==> config.mk <==
export PLATFORM = sky130hd
export DESIGN_NAME = shared_timer_arbiter
export DESIGN_NICKNAME = d
export VERILOG_FILES = /design/src/rtl/shared_timer_arbiter.sv
export SDC_FILE = /design/constraint.sdc
export NUM_CORES = 1
export LEC_CHECK = 0
export ABC_AREA = 1
export ABC_CLOCK_PERIOD_IN_PS = 5700
export CAP_MARGIN = 20
export CORE_MARGIN = 3
export CORE_UTILIZATION = 45
export CTS_CLUSTER_SIZE = 16
export DETAILED_ROUTE_END_ITERATION = 10
export DONT_BUFFER_PORTS = 1
export PLACE_DENSITY = 0.65
export SETUP_SLACK_MARGIN = 0.4
export SLEW_MARGIN = 40
export SYNTH_ARGS = -nofsm -noshare
export SYNTH_HDL_FRONTEND = slang
export SYNTH_SLANG_ARGS = --single-unit
==> constraint.sdc <==
create_clock -name clk -period 5.7 [get_ports clk]
set_clock_uncertainty 0.15 [all_clocks]
set_input_delay 0.57 -clock clk [delete_from_list [all_inputs] [get_ports clk]]
set_output_delay 0.57 -clock clk [all_outputs]
set_load 0.02 [all_outputs]
==> src/rtl/shared_timer_arbiter.sv <==
// Round-robin owner of one shared interval counter; grant registered one cycle after req, done pulses limit cycles after grant.
// Define SHARED_TIMER_B2B_EN to arbitrate inside DONE and remove the idle gap between consecutive grants.
module shared_timer_arbiter #(
  parameter int NUM_REQ      = 4,
  parameter int NUM_CNT_BITS = 4
) (
  input  logic                            clk,
  input  logic                            n_rst,
  input  logic [NUM_REQ-1:0]              req,
  input  logic [NUM_REQ*NUM_CNT_BITS-1:0] interval,
  output logic [NUM_REQ-1:0]              grant,
  output logic [NUM_REQ-1:0]              done,
  output logic                            busy,
  output logic [NUM_CNT_BITS-1:0]         count_out
);
  localparam int IDX_W = (NUM_REQ > 1) ? $clog2(NUM_REQ) : 1;
  localparam int PW    = IDX_W + 1;

  localparam logic [1:0] IDLE  = 2'b00;
  localparam logic [1:0] COUNT = 2'b01;
  localparam logic [1:0] DONE  = 2'b10;

  logic [1:0]              state;
  logic [IDX_W-1:0]        idx;
  logic [IDX_W-1:0]        ptr;
  logic [NUM_CNT_BITS-1:0] limit;

  logic [NUM_REQ-1:0]      idx_oh;
  logic [IDX_W-1:0]        arb_base;
  logic [NUM_REQ-1:0]      arb_cand;
  logic                    sel_vld;
  logic [IDX_W-1:0]        sel_idx;
  logic [PW-1:0]           pos;
  logic [NUM_CNT_BITS-1:0] sel_ivl;
  logic [NUM_CNT_BITS-1:0] sel_limit;
  logic [NUM_REQ-1:0]      sel_oh;

  assign idx_oh = NUM_REQ'(1) << idx;

  // In DONE the search starts after the finishing owner and skips it.
  assign arb_base = (state == DONE) ? idx : ptr;
  assign arb_cand = (state == DONE) ? (req & ~idx_oh) : req;

  // Walk from farthest to nearest so the nearest set bit after arb_base wins.
  always_comb begin
    sel_vld = 1'b0;
    sel_idx = '0;
    pos     = '0;
    for (int k = NUM_REQ; k >= 1; k--) begin
      pos = {1'b0, arb_base} + PW'(k);
      if (pos >= PW'(NUM_REQ)) pos = pos - PW'(NUM_REQ);
      if (arb_cand[pos[IDX_W-1:0]]) begin
        sel_vld = 1'b1;
        sel_idx = pos[IDX_W-1:0];
      end
    end
  end

  assign sel_ivl   = interval[sel_idx*NUM_CNT_BITS +: NUM_CNT_BITS];
  assign sel_limit = (sel_ivl == '0) ? NUM_CNT_BITS'(1) : sel_ivl;
  assign sel_oh    = NUM_REQ'(1) << sel_idx;

  always_ff @(posedge clk) begin
    if (!n_rst) begin
      state     <= IDLE;
      idx       <= '0;
      ptr       <= IDX_W'(NUM_REQ - 1);
      limit     <= '0;
      grant     <= '0;
      done      <= '0;
      busy      <= 1'b0;
      count_out <= '0;
    end else begin
      done <= '0;
      case (state)
        IDLE: begin
          count_out <= '0;
          if (sel_vld) begin
            state <= COUNT;
            idx   <= sel_idx;
            limit <= sel_limit;
            grant <= sel_oh;
            busy  <= 1'b1;
          end else begin
            grant <= '0;
            busy  <= 1'b0;
          end
        end
        COUNT: begin
          // An owner dropping req forfeits the interval and its priority.
          if (!req[idx]) begin
            state     <= IDLE;
            grant     <= '0;
            busy      <= 1'b0;
            count_out <= '0;
            ptr       <= idx;
          end else if (count_out + 1'b1 == limit) begin
            state     <= DONE;
            count_out <= limit;
            done      <= idx_oh;
          end else begin
            count_out <= count_out + 1'b1;
          end
        end
        DONE: begin
          ptr       <= idx;
          count_out <= '0;
`ifdef SHARED_TIMER_B2B_EN
          if (sel_vld) begin
            state <= COUNT;
            idx   <= sel_idx;
            limit <= sel_limit;
            grant <= sel_oh;
            busy  <= 1'b1;
          end else begin
            state <= IDLE;
            grant <= '0;
            busy  <= 1'b0;
          end
`else
          state <= IDLE;
          grant <= '0;
          busy  <= 1'b0;
`endif
        end
        default: begin
          state     <= IDLE;
          grant     <= '0;
          busy      <= 1'b0;
          count_out <= '0;
        end
      endcase
    end
  end
endmodule
After elaboration in Yosys (flattened, before gate mapping)
Cells that the tools add are included.
Widths: inputs -> output; s select.
{"block": "word_totals", "reg_bits": 23, "elab_cells": 83, "output_inout_bits": 13}
{"block": "op_classes", "n_reduce_logical": 8, "n_shift": 3, "magnitude_cmp": 9, "add_sub_neg": 9, "muxes": 38, "n_eq_ne": 6, "n_bitwise": 2}
{"operator": "$mux 2", "count": 13}
{"operator": "$mux 4", "count": 5}
{"operator": "$shiftx 16x5->4", "count": 1}
{"operator": "$lt 2x3->1 const B", "count": 5}
{"operator": "$ge 3x3->1 const B", "count": 4}
{"operator": "$mux 1", "count": 11}
{"operator": "$bmux 1 s2", "count": 5}
{"operator": "$pmux 2 s2", "count": 2}
{"operator": "$pmux 4 s2", "count": 1}
{"operator": "$shl 1x2->4 const A", "count": 2}
{"operator": "$sub 2x1->2 const B", "count": 4}
{"operator": "$add 2x2->3 const B", "count": 2}
{"operator": "$reduce_and 2->1", "count": 3}
{"operator": "$add 4x1->4 const B", "count": 1}
{"operator": "$and 4x4->4", "count": 1}
{"operator": "$eq 4x4->1", "count": 1}
{"operator": "$logic_not 4->1", "count": 1}
{"operator": "$ne 2x2->1 const B", "count": 2}
{"operator": "$not 4->4", "count": 1}
{"operator": "$reduce_and 4->1", "count": 1}
{"operator": "$add 2x1->3 const B", "count": 1}
{"operator": "$add 2x3->3 const B", "count": 1}
{"operator": "$ne 3x3->1 const B", "count": 1}
{"operator": "$reduce_and 3->1", "count": 1}
{"operator": "5 further kinds", "count": 5}

Depth between registers and ports, before layout
Gate-level depths: netlist of the first run.
{"block": "depth", "word_depth": 14, "ltp_mapped": 20, "ltp_nobuf": 19}

Worst setup path after synthesis of the first run
Ideal clock, no wire load.
{"block": "synth_timing", "path_type": "register to register", "startpoint": "register state[1]", "endpoint": "register limit[2]", "setup_slack_ns": 3.664, "setup_ns": 0.117, "stages_incl_launch_ff": 20, "arrival_time_ns": 1.770, "required_ns": 5.433, "cell_sequence": "dfxtp_1 buf_4 inv_2 nor2_4 nand2_1 nand2_1 nand2_1 nand2_1 nor2_4 nor2_4 nand2_2 nand2_4 nand2_4 buf_6 nand3_2 nand2_1 nor2_2 nand2_1 o211ai_1 inv_1"}
{"block": "synth_via", "elab_chain_len": 14, "word_cells_on_any_way": 40, "classes_between": "add/sub: 8; order compare: 4; eq/ne: 1; shift: 1; mux: 23; reduce/logical: 3"}
{"item": "start: declaration", "line": "23", "rtl": "logic [1:0] state;"}
{"item": "start signal: assignment", "line": "65", "rtl": "state <= IDLE;"}
{"item": "start signal: assignment", "line": "79", "rtl": "state <= COUNT;"}
{"item": "start signal: assignment", "line": "92", "rtl": "state <= IDLE;"}
{"item": "$eq 2x2->1", "line": "41, 42"}
{"item": "$mux 2", "line": "41", "rtl": "assign arb_base = (state == DONE) ? idx : ptr;"}
{"item": "$add 2x3->3", "line": "50", "rtl": "pos = {1'b0, arb_base} + PW'(k);"}
{"item": "$ge 3x3->1 or $sub 2x1->2 (tied branches)", "line": "51", "rtl": "if (pos >= PW'(NUM_REQ)) pos = pos - PW'(NUM_REQ);"}
{"item": "$mux 2", "line": "51"}
{"item": "$bmux 1 s2", "line": "52", "rtl": "if (arb_cand[pos[IDX_W-1:0]]) begin"}
{"item": "$mux 1 (not written as such)", "line": "52"}
{"item": "$mux 2 (4 in a row)", "line": "52"}
{"item": "$shiftx 16x5->4", "line": "59", "rtl": "assign sel_ivl = interval[sel_idx*NUM_CNT_BITS +: NUM_CNT_BITS];"}
{"item": "$logic_not 4->1", "line": "60", "rtl": "assign sel_limit = (sel_ivl == '0) ? NUM_CNT_BITS'(1) : sel_ivl;"}
{"item": "$mux 4", "line": "60"}
{"item": "end signal: assignment", "line": "81", "rtl": "limit <= sel_limit;"}
{"item": "end: declaration", "line": "26", "rtl": "logic [NUM_CNT_BITS-1:0] limit;"}
Several ways; a longest one is shown, not always the timed one. The select of a mux whose other input is x is not followed.
A chain may end at the register's enable or synchronous reset.

Worst setup path in the final report of the first run
{"block": "layout_timing", "startpoint": "register state[1]", "endpoint": "register limit[1]"}
Same word-level chain as after synthesis.

==> impl_metrics.py, run 1 <==
metrics = {
    "final_layout": {
        "num-fill-cells": 312,
        "final_common_cell": "nand2_1",
        "drive_above_1_share_pct": 15.3,
        "syn_to_final_growth_pct": 3.63,
        "multi_input_area_sq_um": 862,
        "antenna_cells": 0,
        "final_cell_mix": "60 x nand2_1, 23 x nor2_1, 23 x dfxtp_1, 20 x inv_1, 20 x nand3_1",
        "final_util_pct": 51.7,
        "fin_nets": 239,
        "seq_area_sq_um": 460,
    },
    "worst_setup_path": {
        "r2r-start": "state[1]$_SDFFE_PN0P_",
        "crit_path_start": "state[1]$_SDFFE_PN0P_",
        "endpoint_kind": "flip-flop",
        "worstPathMaxFanout": 11,
        "path_class": "reg2reg",
        "crit_path_start_kind": "flip-flop",
        "required_ns": 5.78,
        "arrival_ns": 2.80,
    },
    "min_path": {
        "worstHoldStart": "n_rst",
        "hold_class": "in2reg",
    },
    "cts": {
        "clock-sinks": 23,
        "cts_tree": "yes",
        "htree_levels": 1,
        "cts_buffers": 3,
        "hold_buffers": 0,
        "clk_path_buf_depth": 2,
        "cts.root.buffer_cell": "clkbuf_4",
        "clk_latency_ns": 0.32,
        "cts.clk_slew.worst_paths_ns": 0.13,
        "post-cts-setup-buffers": 0,
        "cts_resized": 0,
    },
    "detailed_routing": {
        "wl_per_cell_um": 12.0,
        "post_drt_via_cell_ratio": 5.20,
        "ant_nets": 0,
        "first_iter_violations": 79,
        "vias": 1336,
        "drt_first_pass_iters": 4,
        "routed_wl_mm": 3.08,
        "route.detailed.drc": 0,
    },
    "power": {
        "p_leak_nw": 0.718,
        "irDropWorstVdd_mv": 0.319,
        "powerDensity_nw_per_um2": 594,
    },
    "logic_synthesis": {
        "synth_flop_cell": "dfxtp_1",
        "synth_top_area_share_pct": 31.8,
        "postSynthAreaPerCell_sq_um": 6.73,
        "seq_area_frac_synth_pct": 31.8,
        "ys_types": 28,
        "ys_ff_latch": 23,
        "synth-edff-count": 0,
        "syn_nets": 238,
        "synth.area.top_cells": "dfxtp_1 32%, nand2_1 16%, nand3_1 6.9%",
        "syn_inst": 215,
        "yosys_warnings": 0,
        "async_flop_share_pct": 0,
        "yosysTopAreaCell": "dfxtp_1",
        "syn_area_sq_um": 1450,
    },
    "global_route": {
        "grt_first_pass_wirelength_mm": 5.31,
        "grt_pass1_vias": 1255,
        "grt_use_total_pct": 16.3,
        "overflow": 0,
        "grt_antenna_before_repair": 0,
        "grt_max_degree": 15,
    },
    "sta": {
        "tightestPinTransition_ns": 0.456,
        "whs_ns": 0.216,
        "final.min_clock_period_ns": 2.72,
        "fin_crit_sh_pct": 47.8,
        "rsz0062_at_grt": "no",
        "slew_viol_final": 0,
        "setup_total_negative_slack_ns": 0,
        "hold_viol_final": 0,
        "finalSetupViolCount": 0,
        "relSlewSlack_pct": 69.4,
        "fmax_mhz": 367,
    },
    "floorplan": {
        "core_area_sq_um": 2900,
        "start_util_pct": 49.9,
        "placementRows": 19,
        "fp.dieW_um": 62.7,
        "die_y_um": 62.7,
        "dieArea_sq_um": 3930,
        "num_io_pins": 35,
    },
    "placed_design": {
        "gp_congestion": 0.907,
        "port_buffers": 0,
        "place.detailed.hpwl_mm": 2.50,
    },
    "run": {
        "cap_viol_max_count": 0,
    },
    "status": {
        "status": "completed",
    },
}
## worst paths after layout
| kind | endpoint | slack [ns] | cells past startpoint |
|---|---|---|---|
| setup / recovery | limit[1]$_SDFFE_PN0P_ | 2.98 | 17 |
| hold / removal | limit[0]$_SDFFE_PN0P_ | 0.22 | 2 |
| setup reg to reg | limit[1]$_SDFFE_PN0P_ | 2.98 | 17 |
| hold reg to reg | ptr[1]$_SDFFE_PN1P_ | 0.35 | 2 |
## registers in the layout (all words and copies together), names as in the netlist
register,flops
busy,1
idx,2
grant,4
count_out,4
done,4
limit,4
state,2
ptr,2
## worst max-delay path, cell delays in order, from the launching register on
cell      delay, ns
dfxtp_1        0.57
inv_2          0.08
nor2_4         0.14
nand2_1        0.08
nand2_1        0.11
nand2_1        0.06
nand2_1        0.12
nor2_4         0.05
nor2_1         0.08
nand3_1        0.08
nand2_1        0.30
inv_1          0.24
nand3_1        0.14
nand2_1        0.06
nor2_1         0.18
nand2_1        0.07
o211ai_1       0.08
inv_1          0.05
## metal layers
layer	vias up	wire, um	global-route usage [%]
li1	695	-	-
met1	611	1320	18.3
met2	30	1590	30.0
met3	0	173	5.40
met4	0	0	2.75
met5	-	0	0
## report_power, final
| group | switching, mW | internal, mW |
|---|---|---|
| Combinational | 0.372 | 0.177 |
| Clock | 0.0507 | 0.0268 |
| Sequential | 0.0584 | 0.204 |
## cell families (layout without fill, tap and decap cells)
family / after synthesis / count (layout) / share of synthesized area [%]
adders and majority gates: 1 / 1 / 0.865
xor gates and xnor gates: 6 / 6 / 3.63
buffers and inverters: 29 / 29 / 8.56
and+or+nand+nor: 135 / 135 / 46.5
DFF: 23 / 23 / 31.8
AOI/OAI and AO/OA: 21 / 21 / 8.56
## Yosys cell counts (2+ instances only)
library cell  number
xnor2_1            3
inv_2              4
nand3_1           20
nor2_1            23
o211ai_1           3
dfxtp_1           23
buf_4              2
nor2_2             4
inv_1             20
nor2_4             3
nand2_1           60
nand3_2            5
nand4_1            6
nand2_4            5
a21oi_1            8
nand2_2            7
o21ai_0            6
xor2_1             3
## cell type report
type	instances	area share, %
Clock buffer	3	1.50
Multi-Input combinational cell	163	57.5
Tap cell	42	3.51
Sequential cell	23	30.7
Inverter	25	6.26
Clock inverter	1	0.501
## stage by stage
stage / power [mW] / instance area, sq um / setup WS (ns) / instances
2_1_floorplan: 0.742 / 1450 / 3.66 / 215
3_3_place_gp: 0.802 / 1470 / 3.11 / 253
3_5_place_dp: 0.815 / 1470 / 2.98 / 253
4_1_cts: 0.896 / 1500 / 2.97 / 257
5_1_grt: 0.984 / 1500 / 2.68 / 257
6_report: 0.890 / 1500 / 2.98 / 257
Note: power is estimated with default switching activity, not from simulation.
==> run 2, diff against run 1 <==
- ABC_CLOCK_PERIOD_IN_PS: 5700 -> 2400
- PLACE_DENSITY: 0.65 -> 0.67
- clock period: 5.7 -> 2.4 ns (I/O delays scaled with it)
==> run 2 against run 1 <==
Register-to-register slack got worse by 2.8 ns. Wire length up 7.0%. Critical path depth rose by 2. Fmax grew 25%. Largest power group unchanged. Sequential share of layout area down 2.5 points. Sequential cell count is the same. Non-clock buffer count rose by 9. Clock power increased by 140%. Highest routed layer is now met4. Power rose to 2.8 times the previous value. Cell count up 3.9%. First-iteration DRC count shrank 18%.
==> impl_metrics.py, run 2 (same netlist as run 1, synthesis figures left out) <==
metrics = {
    "final_layout": {
        "drive_above_1_share_pct": 28.9,
        "syn_to_final_growth_pct": 15.4,
        "antenna_cells": 0,
        "final_util_pct": 57.5,
        "fin_nets": 249,
        "num-fill-cells": 299,
        "final_common_cell": "nand2_1",
        "finish.instance_area_sq_um": 1670,
        "final_cell_mix": "46 x nand2_1, 21 x nand2_2, 20 x nor2_1, 20 x nand3_1",
    },
    "sta": {
        "fin_crit_sh_pct": 90.5,
        "setup_total_negative_slack_ns": 0,
        "finalSetupViolCount": 0,
        "hold_viol_final": 0,
        "relSlewSlack_pct": 76.9,
        "slew_viol_final": 0,
        "rsz0062_at_grt": "yes",
        "fmax_mhz": 460,
        "tightestPinTransition_ns": 0.345,
        "final.min_clock_period_ns": 2.17,
    },
    "global_route": {
        "grt_max_degree": 15,
        "grt_pass1_vias": 1294,
        "grt_use_total_pct": 16.9,
        "grt_antenna_before_repair": 0,
        "grt_first_pass_wirelength_mm": 5.50,
        "overflow": 0,
    },
    "floorplan": {
        "dieArea_sq_um": 3930,
        "die_y_um": 62.7,
        "start_util_pct": 49.9,
        "core_area_sq_um": 2900,
        "num_io_pins": 35,
        "fp.dieW_um": 62.7,
        "placementRows": 19,
    },
    "worst_setup_path": {
        "endpoint_kind": "flip-flop",
        "crit_family": "simple AND/OR/NAND/NOR gates",
        "arrival_ns": 2.25,
        "timing.critical_path.buf_inv": 3,
        "crit_path_start_kind": "flip-flop",
        "worstPathMaxFanout": 7,
        "path_class": "reg2reg",
        "crit_path_frequent_cell": "nand2_1",
        "critPathSlowestCell": "dfxtp_4",
        "cp_cell_sequence": "inv_4 > nor2_4 > nand2_1 > nand2_2 > nand2_1 > nand3_1 > nand2_1 > inv_1 > nand2_2 > nand2_2 > nand2_4 > nand2_8 > nor2_4 > nand2_1 > nand2_1 > nor2_2 > nand2_1 > o211ai_1 > inv_1",
        "cpPeakStageDelay_ns": 0.42,
        "required_ns": 2.48,
    },
    "power": {
        "p_sw_mw": 1.30,
        "p_comb_share_pct": 66.6,
        "irDropWorstVdd_mv": 0.908,
        "power.share.clock_pct": 7.4,
        "power.internal_mw": 1.16,
        "powerDensity_nw_per_um2": 1470,
        "p_leak_nw": 0.781,
        "switching_share_pct": 52.7,
        "seqPwrFrac_pct": 26.0,
    },
    "status": {
        "status": "completed",
    },
    "detailed_routing": {
        "vias": 1366,
        "ant_nets": 0,
        "wl_per_cell_um": 12.3,
        "first_iter_violations": 65,
        "route.detailed.drc": 0,
        "routed_wl_mm": 3.30,
        "drt_first_pass_iters": 4,
        "post_drt_via_cell_ratio": 5.12,
    },
    "placed_design": {
        "gp_congestion": 0.911,
        "port_buffers": 0,
        "place.detailed.hpwl_mm": 2.52,
        "placed_cell_area_sq_um": 1500,
    },
    "cts": {
        "cts_buffers": 3,
        "cts.clk_slew.worst_paths_ns": 0.13,
        "cts_tree": "yes",
        "clk_path_buf_depth": 2,
        "cts.root.buffer_cell": "clkbuf_4",
        "htree_levels": 1,
        "clock-sinks": 23,
        "clk_latency_ns": 0.32,
    },
    "run": {
        "cap_viol_max_count": 0,
    },
    "min_path": {
        "hold_class": "in2reg",
    },
}
run 2: through the flow:
stage	hold WS, ns	worst slack, ns	power [mW]	std cells
6_report	0.0435	0.228	2.46	267
5_1_grt	0.0750	0.0324	2.70	267
4_1_cts	0.0294	0.228	2.35	264
3_5_place_dp	0.232	0.100	2.00	255
3_3_place_gp	0.229	0.147	1.97	255
2_1_floorplan	0.312	0.374	1.79	215
run 2: worst paths after layout:
path / startpoint / to / slack, ns / cells after the start
setup reg to reg: state[1]$_SDFFE_PN0P_ / limit[2]$_SDFFE_PN0P_ / 0.23 / 19
hold / removal: interval[8] / limit[0]$_SDFFE_PN0P_ / 0.04 / 4
hold reg to reg: ptr[1]$_SDFFE_PN1P_ / ptr[1]$_SDFFE_PN1P_ / 0.36 / 2
setup / recovery: state[1]$_SDFFE_PN0P_ / limit[2]$_SDFFE_PN0P_ / 0.23 / 19
run 2: what timing repair did:
item                                   in CTS  in global routing
cloned                                      1                  0
gates resized for setup                    14                 15
setup buffers                               3                  3
pin swaps                                   4                  3
hold buffers                                1                  0
endpoints found under the hold margin      13                  0
setup endpoints to repair                  10                 16
run 2: cell type report:
| type | instances | area [sq um] | share of cell area (%) |
|---|---|---|---|
| tap | 42 | 52.6 | 3.15 |
| multi-input combinational | 164 | 942 | 56.4 |
| sequential | 23 | 470 | 28.2 |
| inverter | 25 | 100 | 6.00 |
| timing repair buffer | 9 | 73.8 | 4.42 |
| clock buffer | 3 | 22.5 | 1.35 |
| clock inverter | 1 | 7.51 | 0.450 |
run 2: power by group through the flow:
| stage | combinational, mW | clock (mW) | sequential (mW) |
|---|---|---|---|
| after floorplan | 1.18 | 0 | 0.610 |
| after global placement | 1.33 | 0 | 0.637 |
| after detailed placement | 1.36 | 0 | 0.641 |
| after CTS | 1.53 | 0.187 | 0.637 |
| after global routing | 1.84 | 0.206 | 0.653 |
| final | 1.64 | 0.183 | 0.638 |
run 2: tightest hold or removal path, delay by kind of cell:
kind / cells / cell delay [ns]
AO/OA/AOI/OAI: 1 / 0.12
AND/OR/NAND/NOR: 3 / 0.13
run 2: layer usage:
| layer | GRT usage [%] | up-vias | wire, um |
|---|---|---|---|
| li1 | - | 712 | - |
| met1 | 17.9 | 616 | 1390 |
| met2 | 31.4 | 34 | 1690 |
| met3 | 5.76 | 4 | 198 |
| met4 | 4.68 | 0 | 23 |
| met5 | 0 | - | 0 |
==> RTL change 1: new RTL, settings of run 2 <==
Make the reset (`n_rst`) asynchronous in one clocked block.
--- a/src/rtl/shared_timer_arbiter.sv
+++ b/src/rtl/shared_timer_arbiter.sv
@@ -61,5 +61,5 @@
   assign sel_oh    = NUM_REQ'(1) << sel_idx;
 
-  always_ff @(posedge clk) begin
+  always_ff @(posedge clk or negedge n_rst) begin
     if (!n_rst) begin
       state     <= IDLE;
Behaviour: differs if n_rst is asserted again (counterexample within 4 cycles, from zero or initial values and one cycle with n_rst low); with n_rst held inactive, the same outputs for 10 cycles.
==> RTL change 1 against run 2 <==
Via count rose by 2.9%. Wire length rose by 12%. Largest cell class unchanged. Synthesized area rose by 5.4%. Sequential cell count did not move. Design area rose by 20%. Setup slack got worse by 0.047 ns. Total power rose by 27%. Largest power group unchanged. Critical path type unchanged. Count of clock-buffer cells in the layout rose by 1.
==> RTL change 1: results <==
{
  "yosys-top-cells-area": "dfrtp_1 34%, nand2_1 15%, nand3_1 6.6%, nor2_1 6.2%, nand2_2 5.7%",
  "place_congestion": 0.890,
  "crit_fanout": 8,
  "first_global_vias": 1277,
  "diodes": 0,
  "worstMarginPinSlew_ns": 0.480,
  "cp_slowest_cell": "dfrtp_2",
  "cp-startpoint": "state[1]$_DFFE_PN0P_",
  "synth_ff_type": "dfrtp_1",
  "synth_nets": 236,
  "worstHoldStart": "interval[0]",
  "clkSlewWorstSetupHoldPaths_ns": 0.12,
  "grt_max_degree": 24,
  "rr_startpoint": "state[1]$_DFFE_PN0P_",
  "htreeDepth": 1,
  "hold_path.class": "input port to flip-flop",
  "wire_per_inst_um": 13.4,
  "dp_slack_ns": -0.0577,
  "syn-instance-count": 213,
  "grt_util_all_layers_pct": 17.1,
  "grt_pass1_wl_mm": 5.58,
  "crit_arrival_ns": 2.29,
  "drive_above_1_share_pct": 45.7,
  "yosysSeqAreaShare_pct": 37.9,
  "rrSetupSlack_ns": 0.18,
  "routed_via_density": 5.09,
  "hold_path_end": "limit[0]$_DFFE_PN0P_",
  "path_delay_family": "simple AND/OR/NAND/NOR gates",
  "ir_worst_vdd_mv": 0.885,
  "async_reset_ff_share_pct": 100,
  "reg2reg_depth": 17,
  "leakagePower_nw": 0.928,
  "synth.yosys.warnings": 0,
  "drtIter0Drc": 62,
  "drt_first_pass_iters": 4,
  "antenna_found_initial": 0,
  "dp_hpwl_mm": 2.55,
  "port_buffers": 0,
  "nets": 256,
  "r2r-end": "limit[0]$_DFFE_PN0P_",
  "ys_types": 29,
  "finalNonFillerCells": 276,
  "cts_root_buf": "clkbuf_4",
  "cts_buffers": 3,
  "holdPathStages": 4,
  "clk_path_buf_depth": 2,
  "critPathMaxStageDelay_ns": 0.47,
  "clock_latency_ns": 0.31,
  "synthTopCellsByCount": "62 x nand2_1, 25 x nor2_1, 21 x dfrtp_1, 21 x inv_1, 20 x nand3_1",
  "status": "complete, no violations"
}
==> RTL change 1: cell count changes in the layout (fill, tap and decap cells not counted), sizes merged, moves of 3 or more <==
cell,delta
buf,+7
nand3,-4
nand4,-5
dfxtp,-23
nand2,+10
o21ai,+3
a21oi,-5
dfrtp,+21
==> RTL change 1: power breakdown <==
part | switching, mW | leakage (nW) | internal, mW
Sequential | 0.204 | 0.285 | 0.540
Combinational | 1.33 | 0.628 | 0.860
Clock | 0.115 | 0.0150 | 0.0650
Total | 1.65 | 0.928 | 1.46
==> RTL change 1: logic make-up (layout without fill, tap and decap cells) <==
kind of cell               count (synthesis)  after routing  share of synthesized area [%]
buffers and inverters                     26             43                           7.22
AOI/OAI and AO/OA                         19             19                           7.14
and+or+nand+nor                          139            141                           44.1
xor gates and xnor gates                   5              5                           2.87
DFF                                       23             23                           37.9
adders and majority gates                  1              1                          0.820
==> RTL change 1: worst max-delay path by stage <==
| stage | to | slack (ns) | depth (start not counted) |
|---|---|---|---|
| floorplan | limit[0]$_DFFE_PN0P_ | 0.36 | 19 |
| global placement | limit[0]$_DFFE_PN0P_ | -0.05 | 15 |
| detailed placement | limit[0]$_DFFE_PN0P_ | -0.06 | 15 |
| CTS | limit[0]$_DFFE_PN0P_ | 0.23 | 17 |
| global route | limit[0]$_DFFE_PN0P_ | 0.03 | 15 |
| finish | limit[0]$_DFFE_PN0P_ | 0.18 | 17 |
==> RTL change 1: repair_timing <==
action                                  4_1_cts  5_1_grt
pin swaps                                     2       31
gates resized for setup                       9       73
hold endpoints to repair                     23       21
gates cloned                                  1        1
hold buffers                                  1        1
endpoints found under the setup margin       11       17
buffers inserted                              5        6
==> RTL change 1: final cells by class <==
cell class	instances	area, sq um
clock buffers	4	26.3
repair buffers	16	128
fillers	289	1150
inverters	23	93.8
well taps	44	55.1
flip-flops and latches	23	584
multi-input cells	166	1120
==> RTL change 1: layer usage <==
metal | global-route usage, % | up-vias | routed length, um
li1 | - | 712 | -
met1 | 23.2 | 643 | 1670
met2 | 26.1 | 43 | 1770
met3 | 3.69 | 7 | 179
met4 | 7.65 | 0 | 70
met5 | 0 | - | 0
==> RTL change 1: per-stage QoR <==
step           hold WS (ns)  cell area, sq um
4_1_cts             0.00742              1700
5_1_grt             0.00892              2000
6_report            0.00294              2000
2_1_floorplan        -0.206              1540
3_3_place_gp         -0.205              1590
3_5_place_dp         -0.205              1590
==> RTL change 2: new RTL, config.mk and constraints of run 2 <==
Without the edit above. Change the parameter `NUM_REQ` from 4 to 8.
--- a/src/rtl/shared_timer_arbiter.sv
+++ b/src/rtl/shared_timer_arbiter.sv
@@ -2,5 +2,5 @@
 // Define SHARED_TIMER_B2B_EN to arbitrate inside DONE and remove the idle gap between consecutive grants.
 module shared_timer_arbiter #(
-  parameter int NUM_REQ      = 4,
+  parameter int NUM_REQ      = 8,
   parameter int NUM_CNT_BITS = 4
 ) (
Ports: changed (resized done, grant, interval and req); port bits go from 35 to 63. No check against the original RTL was run, so the function may have changed too.
==> RTL change 2 against run 2 <==
Non-clock buffer count is 50 higher. Sequential share of layout area is 8.3 points lower. First-iteration DRC count is 89% higher. Setup slack worse by 0.69 ns. Wire length is 110% higher. Sequential cell count is 10 higher. Critical path type unchanged. The run now ends with negative hold slack, negative setup slack left. Synthesized area is 65% higher. Design area is 100% higher. Hold slack worse by 0.12 ns.
Power is left out: the tool's default activity adds up to more than one toggle a clock period on the data nets, which glitch-free logic cannot reach.
==> RTL change 2: results <==
{
  "syn-instance-count": 389,
  "htreeDepth": 2,
  "clock_latency_ns": 0.28,
  "holdPathStages": 2,
  "first_global_vias": 2409,
  "hold_path_end": "idx[2]$_SDFFE_PN0P_",
  "diodes": 0,
  "synthTopCellsByCount": "129 x nand2_1, 64 x nand3_1, 34 x inv_1",
  "crit_arrival_ns": 2.88,
  "critPathMaxStageDelay_ns": 0.38,
  "r2r-end": "limit[0]$_SDFFE_PN0P_",
  "antenna_found_initial": 0,
  "setup_viol": 17,
  "drt_first_pass_iters": 5,
  "wire_per_inst_um": 13.3,
  "drtIter0Drc": 123,
  "failed_checks": "negative hold slack, negative setup slack",
  "placed_area_sq_um": 2850,
  "grt_max_degree": 20,
  "reg2reg_depth": 26,
  "grt_util_all_layers_pct": 21.9,
  "ys_types": 31,
  "clkSlewWorstSetupHoldPaths_ns": 0.07,
  "finalNonFillerCells": 516,
  "fin_hold_ws_ns": -0.0770,
  "yosys-top-cells-area": "dfxtp_1 28%, nand2_1 20%, nand3_1 13%, inv_1 5.4%, o21ai_0 4.2%",
  "place_congestion": 0.909,
  "dr_wl_met3_um": 418,
  "clk_path_buf_depth": 2,
  "nets": 493,
  "placed_cells": 497,
  "status": "finished, violations left",
  "worstMarginPinSlew_ns": 0.313,
  "cts_buffers": 5,
  "hold_violations": 3,
  "grt_pass1_wl_mm": 11.0,
  "routed_via_density": 5.23,
  "fin_ws_ns": -0.457,
  "yosysSeqAreaShare_pct": 27.7,
  "cp_slowest_cell": "dfxtp_4",
  "dr_wl_met2_mm": 3.31,
  "worstHoldStart": "n_rst"
}
RTL change 2: cell count changes after synthesis, moves of 8 or more:
cell,before,now
inv_1,20,34
nand2_1,60,129
nand3_1,20,64
o21ai_0,6,20
a21oi_1,8,16
dfxtp_1,23,33
RTL change 2: final cells by class:
class | instances | area [sq um]
clock inverter | 1 | 30.0
sequential | 33 | 671
timing repair buffer | 59 | 478
fill | 420 | 1540
clock buffer | 7 | 86.3
multi-input combinational | 306 | 1840
inverter | 43 | 179
tap | 67 | 83.8
RTL change 2: worst max-delay path by stage:
stage,start,endpoint,slack [ns]
2_1_floorplan,state[0]$_SDFFE_PN0P_,limit[0]$_SDFFE_PN0P_,-0.33
3_3_place_gp,state[0]$_SDFFE_PN0P_,limit[0]$_SDFFE_PN0P_,-0.37
3_5_place_dp,state[0]$_SDFFE_PN0P_,limit[0]$_SDFFE_PN0P_,-0.43
4_1_cts,state[0]$_SDFFE_PN0P_,limit[0]$_SDFFE_PN0P_,-0.37
5_1_grt,state[1]$_SDFFE_PN0P_,limit[0]$_SDFFE_PN0P_,-0.69
6_report,state[1]$_SDFFE_PN0P_,limit[0]$_SDFFE_PN0P_,-0.46
RTL change 2: layer usage:
layer | vias to the layer above | GRT usage, %
li1 | 1388 | -
met1 | 1206 | 27.9
met2 | 99 | 38.2
met3 | 8 | 4.42
met4 | 0 | 4.72
met5 | - | 0
RTL change 2: through the flow:
step	TNS [ns]	utilization (%)	hold WS (ns)	setup WS, ns
6_report	-4.26	68.6	-0.0770	-0.457
3_3_place_gp	-4.79	58.0	0.237	-0.369
5_1_grt	-7.59	68.6	-0.0825	-0.694
3_5_place_dp	-5.77	58.0	0.238	-0.430
2_1_floorplan	-2.31	-	0.228	-0.334
4_1_cts	-4.30	64.2	-0.0550	-0.369
RTL change 2: logic make-up after synthesis:
family                     share of synthesized area, %
AOI/OAI and AO/OA                                  11.5
xor gates and xnor gates                           2.52
adders and majority gates                          1.57
buffers and inverters                              8.98
DFF                                                27.7
and+or+nand+nor                                    47.7
RTL change 2: timing repair:
item                                    4_1_cts  5_1_grt
cloned                                        1        1
pin swaps                                    14        8
buffers inserted                              7        2
hold endpoints to repair                      3        3
endpoints found under the setup margin       33       33
resized for setup                            35       51
